## src/rtl/uart_rx_oversample.sv

```systemverilog
// 16x-oversampling UART receiver: 2-flop synchronizer, 7/8/9 majority vote, false-start
// rejection and stop-bit check. Define UART_RX_PARITY_EN for 8E1 frames with parity_err.
module uart_rx_oversample #(
  parameter int CLK_FREQ   = 125000000,
  parameter int BAUD       = 115200,
  parameter int OVERSAMPLE = 16
) (
  input  logic       clk,
  input  logic       rst,
  input  logic       rx_in,
  output logic [7:0] rx_data,
  output logic       rx_valid,
  output logic       frame_err,
  output logic       parity_err,
  output logic       rx_busy
);

  localparam int DIV   = (CLK_FREQ + (BAUD * OVERSAMPLE) / 2) / (BAUD * OVERSAMPLE);
  localparam int CNT_W = (DIV > 1) ? $clog2(DIV) : 1;
  localparam logic [CNT_W-1:0] DIV_LAST = CNT_W'(DIV - 1);

`ifdef UART_RX_PARITY_EN
  typedef enum logic [2:0] {
    S_IDLE = 3'd0, S_START = 3'd1, S_DATA = 3'd2, S_PARITY = 3'd3, S_STOP = 3'd4
  } state_t;
  localparam state_t AFTER_DATA = S_PARITY;
`else
  typedef enum logic [2:0] {
    S_IDLE = 3'd0, S_START = 3'd1, S_DATA = 3'd2, S_STOP = 3'd4
  } state_t;
  localparam state_t AFTER_DATA = S_STOP;
`endif

  function automatic logic maj3(input logic a, input logic b, input logic c);
    return (a & b) | (a & c) | (b & c);
  endfunction

  state_t           state_q, state_d;
  logic [1:0]       sync_q;
  logic             armed_q, armed_d;
  logic [CNT_W-1:0] div_q, div_d;
  logic [3:0]       idx_q, idx_d;
  logic [1:0]       smp_q, smp_d;
  logic [2:0]       bit_cnt_q, bit_cnt_d;
  logic [7:0]       shift_q, shift_d;
  logic [7:0]       rx_data_q, rx_data_d;
  logic             rx_valid_q, rx_valid_d;
  logic             frame_err_q, frame_err_d;
  logic             parity_err_q, parity_err_d;
  logic             rx_busy_q, rx_busy_d;
`ifdef UART_RX_PARITY_EN
  logic             par_q, par_d;
`endif

  logic rxs_s, tick_s, mid_s, end_s, vote_s, start_det_s, done_s;

  assign rxs_s       = sync_q[1];
  assign tick_s      = (div_q == DIV_LAST);
  assign mid_s       = tick_s && (idx_q == 4'd9);
  assign end_s       = tick_s && (idx_q == 4'd15);
  assign vote_s      = maj3(smp_q[0], smp_q[1], rxs_s);
  assign start_det_s = (state_q == S_IDLE) && armed_q && !rxs_s;

  always_comb begin
    state_d   = state_q;
    bit_cnt_d = bit_cnt_q;
    shift_d   = shift_q;
    done_s    = 1'b0;
`ifdef UART_RX_PARITY_EN
    par_d     = par_q;
`endif
    case (state_q)
      S_IDLE: begin
        if (start_det_s) begin
          state_d = S_START;
        end else begin
          state_d = S_IDLE;
        end
      end
      S_START: begin
        if (mid_s && vote_s) begin
          state_d = S_IDLE;
        end else if (end_s) begin
          state_d   = S_DATA;
          bit_cnt_d = 3'd0;
        end else begin
          state_d = S_START;
        end
      end
      S_DATA: begin
        if (mid_s) begin
          shift_d = {vote_s, shift_q[7:1]};
        end else begin
          shift_d = shift_q;
        end
        if (end_s) begin
          bit_cnt_d = bit_cnt_q + 3'd1;
          if (bit_cnt_q == 3'd7) begin
            state_d = AFTER_DATA;
          end else begin
            state_d = S_DATA;
          end
        end else begin
          state_d = S_DATA;
        end
      end
`ifdef UART_RX_PARITY_EN
      S_PARITY: begin
        if (mid_s) begin
          par_d = vote_s;
        end else begin
          par_d = par_q;
        end
        if (end_s) begin
          state_d = S_STOP;
        end else begin
          state_d = S_PARITY;
        end
      end
`endif
      // Leaving at the stop-bit midpoint lets a back-to-back start edge be caught.
      S_STOP: begin
        if (mid_s) begin
          state_d = S_IDLE;
          done_s  = 1'b1;
        end else begin
          state_d = S_STOP;
        end
      end
      default: begin
        state_d = S_IDLE;
      end
    endcase
  end

  always_comb begin
    rx_data_d   = done_s ? shift_q : rx_data_q;
    rx_valid_d  = done_s & vote_s;
    frame_err_d = done_s & ~vote_s;
`ifdef UART_RX_PARITY_EN
    parity_err_d = done_s & ((^shift_q) ^ par_q);
`else
    parity_err_d = 1'b0;
`endif
    rx_busy_d = (state_d != S_IDLE);
    // Arming needs rxs seen high in IDLE, so a held-low break never retriggers.
    armed_d   = (state_d == S_IDLE) ? (armed_q | rxs_s) : 1'b0;
    div_d     = (state_d == S_IDLE) ? '0 : (tick_s ? '0 : div_q + CNT_W'(1));
    idx_d     = (state_d == S_IDLE) ? 4'd0 : (tick_s ? idx_q + 4'd1 : idx_q);
    smp_d     = smp_q;
    if (tick_s && (idx_q == 4'd7)) begin
      smp_d[0] = rxs_s;
    end else if (tick_s && (idx_q == 4'd8)) begin
      smp_d[1] = rxs_s;
    end else begin
      smp_d = smp_q;
    end
  end

  always_ff @(posedge clk or negedge rst) begin
    if (!rst) begin
      state_q      <= S_IDLE;
      sync_q       <= 2'b11;
      armed_q      <= 1'b0;
      div_q        <= '0;
      idx_q        <= 4'd0;
      smp_q        <= 2'b11;
      bit_cnt_q    <= 3'd0;
      shift_q      <= 8'h00;
      rx_data_q    <= 8'h00;
      rx_valid_q   <= 1'b0;
      frame_err_q  <= 1'b0;
      parity_err_q <= 1'b0;
      rx_busy_q    <= 1'b0;
`ifdef UART_RX_PARITY_EN
      par_q        <= 1'b0;
`endif
    end else begin
      state_q      <= state_d;
      sync_q       <= {sync_q[0], rx_in};
      armed_q      <= armed_d;
      div_q        <= div_d;
      idx_q        <= idx_d;
      smp_q        <= smp_d;
      bit_cnt_q    <= bit_cnt_d;
      shift_q      <= shift_d;
      rx_data_q    <= rx_data_d;
      rx_valid_q   <= rx_valid_d;
      frame_err_q  <= frame_err_d;
      parity_err_q <= parity_err_d;
      rx_busy_q    <= rx_busy_d;
`ifdef UART_RX_PARITY_EN
      par_q        <= par_d;
`endif
    end
  end

  assign rx_data    = rx_data_q;
  assign rx_valid   = rx_valid_q;
  assign frame_err  = frame_err_q;
  assign parity_err = parity_err_q;
  assign rx_busy    = rx_busy_q;

endmodule

```

## config.mk

```make
export PLATFORM = sky130hd
export DESIGN_NAME = uart_rx_oversample
export DESIGN_NICKNAME = d
export VERILOG_FILES = /design/src/rtl/uart_rx_oversample.sv
export SDC_FILE = /design/constraint.sdc
export NUM_CORES = 1
export LEC_CHECK = 0
export CAP_MARGIN = 5
export CORE_MARGIN = 8
export CORE_UTILIZATION = 55
export DETAILED_ROUTE_END_ITERATION = 12
export PLACE_DENSITY = 0.83
export SYNTH_ARGS = -nofsm -noshare
export SYNTH_HDL_FRONTEND = slang
export SYNTH_SLANG_ARGS = --single-unit
```

## constraint.sdc

```tcl
create_clock -name clk -period 4.8 [get_ports clk]
set_input_delay 1.2 -clock clk [delete_from_list [all_inputs] [get_ports clk]]
set_output_delay 1.2 -clock clk [all_outputs]
set_load 0.02 [all_outputs]
```

==> results.txt <==
Status: complete, no violations
Crit path required time: 3.60 ns
Syn-to-layout area delta: 12.2%
Final worst-path cycle share: 0.524
Min cycle time layout: 2.52 ns
Routed length on met2: 1870 microns
Met3 wire len: 164 microns
Setup slack, reg-to-reg: 2.61 ns
Total CTS buffers: 5
Relative slew margins: 0.365
RSZ-0062 raised after global routing: no
Synth top area cells: dfrtp_1 48%, mux2_2 11%, dfstp_2 5.5%, ha_1 3.9%, a21oi_1 3.4%
Register bit count reported by yosys: 41
Global-route wire length before repair: 5790 microns
CP endpoint: rx_data[7]
Worst clock skew: 0.00698 ns
Post-Synth XOR/XNOR Area: 0.0364
TritonCTS clock tree: yes
Ys Warns: 0
Slowest stage cell, crit path: clkdlybuf4s50_1
Post-synth top area share: 0.481
Multiplexer area fraction after synthesis: 0.105
Max-Cap Viols: 0
Largest family of logic cells by synthesized area: simple AND/OR/NAND/NOR gates
DRT iter0 DRCs: 75
Max incr delay on CP: 0.61 ns
Core footprint: 3340 sq um
Post-CTS Setup Bufs: 0
Max FO, Critical Path: 2
Die span in y: 75.2 microns
Crit. path cell count: 1
Hold WC Path Type: reg2reg
Clock root cell: clkbuf_4
Startpoint class of the critical path: register
Fin nets: 182
DIE WIDTH: 75.2 microns
Complex-gate fraction of the synthesized area: 0.116
Post-route cell area: 2160 sq um
ANT cells: 0
Setup TNS: 0 ns
Buffers plus inverters on the worst setup path: 1
Initial Util: 0.577
Worst-Skew Late Latency: 0.34 ns
Htree depth: 2
Power density over the cells: 342 nW/um^2
Initial antenna violation count: 0
CP top delay family: buffers and inverters
Adder-Cell Fraction of Synth Area: 0.0442
Hold Vio Cnt, Final: 0
Simple-Gate Fraction of Synth Area: 0.141
Post-Syn Nets: 166
Row cnt: 21
Die area: 5650 sq um
Setup crit end kind: output pin
Sequential share of the synthesized area: 0.536
IO buf count: 13
Fmax: 397 MHz
Total power: 0.738 mW
Wire length on met1: 1370 microns
Most instantiated cells after synthesis: 37 x dfrtp_1, 18 x mux2_2, 13 x a21oi_1
Crit path from: rx_data[7]
Post_cts resized: 0
Via count: 1278
EDFF count, synth: 0
Post-route DRC: 0
Peak supply drop: 216 uV
Yosys top cell by area: dfrtp_1
Filler instances: 257
Post-synthesis average cell area: 12.3 sq um
Vias per cell: 5.81
Synth Flop Type: dfrtp_1
Syn Inst Count: 157
Total grt overflow: 0
I/O pins: 15
Final WL: 3430 microns
Most common cell in the netlist: dfrtp_1
Worst-Margin Slew: 0.947 ns
Clock Pin Slew Worst Setup and Hold Paths: 0.11 ns
RR Endpoint: state_q[0]
Final HPWL DP: 2480 microns
Vias in the first global route: 1290
Highest metal used: met4
GRT Overall Usage: 0.135
Antenna-violating nets left: 0
Worst path cell trace: clkdlybuf4s50_1
R2R Path Start: div_q[0]
CTS Hold Buffers Added: 0
Longest Clk Path Bufs: 2
Share of cells above drive strength 1: 0.224
Hold WS: 0.369 ns
Endpoints failing setup: 0
Synth cell types: 39
Cell area after synthesis: 1920 sq um
Final Max Tran Viols: 0
R2R depth: 5
Routed WL per cell: 15.6 microns
Area of placed instances: 2080 sq um
Critical path class: reg2out
Clock Sink Count: 41
Fraction of registers with async set/reset: 1.00
DRT Pass-1 Iters: 4
Largest net degree at the start of global routing: 42
Crit path DAT: 1.32 ns
Static Leak: 0.956 nW
Gpl congestion: 0.806
==> final cells by class <==
| class | count | area, sq um | share of cell area |
|---|---|---|---|
| flip-flops and latches | 41 | 1030 | 0.478 |
| well taps | 46 | 57.6 | 0.0267 |
| clock buffers | 6 | 41.3 | 0.0191 |
| clock inverters | 2 | 35.0 | 0.0162 |
| repair buffers | 13 | 125 | 0.0580 |
| inverters | 3 | 11.3 | 0.00522 |
| multi-input cells | 109 | 857 | 0.397 |
==> state kept, by name (all words and copies together), names as in the netlist <==
signal	count
div_q	7
smp_q	2
idx_q	4
armed_q	1
bit_cnt_q	3
sync_q	2
rx_data	8
shift_q	8
rx_valid	1
frame_err	1
rx_busy	1
state_q	3
==> metrics by stage <==
step	utilization	instances	setup slack, ns
after floorplan	-	157	3.04
after global placement	0.624	212	2.68
after detailed placement	0.624	212	2.66
after CTS	0.647	220	2.26
after global routing	0.647	220	2.20
final	0.647	220	2.28
==> placed cells by master, fill, tap and decap left out, types with 2 or more instances in the layout <==
cell and count:
nor3_1 3, a211oi_1 3, xnor2_1 5, nand2_1 7, nor2_1 5, dfrtp_1 37, inv_1 3, and3_1 2
nand2b_1 3, nand3_1 9, dfstp_2 4, ha_1 6, xor2_1 3, nor3b_1 2, a22o_1 2, clkbuf_4 5
nor2b_1 3, a21oi_1 13, nand4b_1 3, mux2_2 18, o21ai_0 5, clkdlybuf4s50_1 12
==> power by group <==
group	internal [mW]	switching, mW	total [mW]
combinational	0.0491	0.0687	0.118
clock	0.109	0.107	0.216
sequential	0.371	0.0321	0.404
total	0.530	0.208	0.738
==> how the worst min path moves through the flow <==
stage | to | slack, ns | depth (start not counted) | from
floorplan | sync_q[1] | 0.35 | 0 | sync_q[0]
detailed placement | sync_q[1] | 0.35 | 0 | sync_q[0]
global route | sync_q[1] | 0.37 | 0 | sync_q[0]
CTS | sync_q[1] | 0.37 | 0 | sync_q[0]
finish | sync_q[1] | 0.37 | 0 | sync_q[0]
global placement | sync_q[1] | 0.35 | 0 | sync_q[0]
==> cells by family after synthesis <==
kind of cell               Yosys count
buffers and inverters                7
xor gates and xnor gates             8
AOI/OAI and AO/OA                   31
adders and majority gates            7
DFF                                 41
other                                1
and+or+nand+nor                     44
muxes                               18
==> layer usage <==
metal / up-vias / GRT usage
met3: 4 / 0.0466
li1: 595 / -
met5: - / 0
met1: 656 / 0.152
met2: 23 / 0.234
met4: 0 / 0.0426
Note: power is estimated with default switching activity, not from simulation.
==> edit, RTL diff (same settings) <==
Build with the macro `UART_RX_PARITY_EN` defined.
--- a/src/rtl/uart_rx_oversample.sv
+++ b/src/rtl/uart_rx_oversample.sv
@@ -1,4 +1,6 @@
 // 16x-oversampling UART receiver: 2-flop synchronizer, 7/8/9 majority vote, false-start
 // rejection and stop-bit check. Define UART_RX_PARITY_EN for 8E1 frames with parity_err.
+`define UART_RX_PARITY_EN
+
 module uart_rx_oversample #(
   parameter int CLK_FREQ   = 125000000,
Check against the original RTL: no difference found for any inputs over 10 cycles, from zero or initial values and one cycle with rst low; that may be too few to reach the edited logic, so the function may still have changed.
==> edit against the unedited design <==
- clock skew is 0.0028 ns lower
- critical path depth stayed put
- die area is 4.8% higher
- sequential cell count is 2 higher
- total power is 3.1% higher
- final area is 6.1% higher
- sequential power is 3% higher
- worst setup slack better by 0.025 ns
- sequential share of layout area is 0.55 points lower
- area after synthesis is 6.2% higher
- routed wire length is 13% higher
- critical path type unchanged
- largest cell class unchanged
- highest routed layer unchanged
==> edit: results (changes against the unedited design) <==
# nets final 191 (+4.9%); met1 GRT Util 0.155 (+0.00249); largest stage delay on the critical path 0.63 ns (+0.02 ns); first-pass GRT wire length 6640 um (+15%); Post-synth top cells dfrtp_1 (39), mux2_2 (19), a21oi_1 (10), nand2_1 (10), xnor2_1 (10); via count 1,317 (+3.1%); Clk pin slew, worst setup/hold paths 0.08 ns (-0.03 ns); largest net degree at the start of global routing 44 (+4.8%); Net Count, Synth 178 (+7.2%); critical path launch point rx_data[3]; HPWL after DPL 2770 um (+12%); Clock Root Buffer clkbuf_8; Finished Layout Cells 231 (+5.0%); syn avg cell area 12.1 um2 (-1.4%); share of layout cells above drive strength 1 0.197 (-0.0274); vias in the first global route 1,382 (+7.1%); M3 GR Usage 0.0455 (-0.00115); crit path DAT 1.29 ns (-0.03 ns); Place WS 2.50 ns (-0.162 ns); insertion delay to the later sink of the worst-skew pair 0.31 ns (-0.03 ns); Placer Congestion 0.904 (+12%); total wire length 3880 um (+13%); Area contributors post-synth dfrtp_1 (48%), mux2_2 (10%), dfstp_2 (5.1%); status finished, final reports clean; Inst Count DP 223 (+5.2%); sequential share of the synthesized area 0.529 (-0.00667)
==> edit: power by group <==
group	internal, W	total (W)	switching [W]
Combinational	0.0000389	0.000110	0.0000707
Clock	0.000104	0.000233	0.000129
Sequential	0.000388	0.000418	0.0000295
Total	0.000531	0.000760	0.000229
==> edit: metrics by stage <==
step / util / hold WS [ns] / total power, W
global route: 0.635 / 0.362 / 0.000798
CTS: 0.635 / 0.361 / 0.000766
finish: 0.635 / 0.359 / 0.000760
detailed placement: 0.609 / 0.349 / 0.000532
global placement: 0.609 / 0.348 / 0.000521
floorplan: - / 0.345 / 0.000498
==> edit: kinds of logic (layout without fill, tap and decap cells) <==
group	after synthesis	count (layout)	synth area share
AND/OR/NAND/NOR	47	47	0.141
flip-flops	43	43	0.529
AO/OA/AOI/OAI	25	25	0.0796
multiplexers	19	19	0.105
XOR/XNOR	16	16	0.0753
buffers and inverters	12	26	0.0282
adder cells (fa/ha/maj)	7	7	0.0416
==> edit: routing by layer <==
metal,wire length (um),part of all wire
met5,0,0
met1,1620,0.42
met4,115,0.030
met3,175,0.045
met2,1970,0.51
==> edit: layout make-up <==
type,instances,area [um2]
Fill cell,272,1320
Sequential cell,43,1080
Multi-Input combinational cell,114,905
Timing Repair Buffer,14,135
Clock buffer,5,68.8
Tap cell,48,60.1
Clock inverter,3,25.0
Inverter,4,15.0
==> edit: final timing paths <==
check / endpoint / slack (ns)
worst max-delay path: rx_data[3] / 2.31
worst min-delay path: sync_q[1] / 0.36
worst max register to register: shift_q[5] / 2.44
worst min register to register: sync_q[1] / 0.36
max in group asynchronous: idx_q[3] / 3.20
min in group asynchronous: frame_err / 1.03
==> edit: worst register-to-register path: stages, from the launching register on <==
cell and delay (ns):
dfrtp_1 0.39, ha_1 0.22, and4bb_1 0.49, nand4_4 0.19, nor4b_4 0.56, mux2_2 0.40
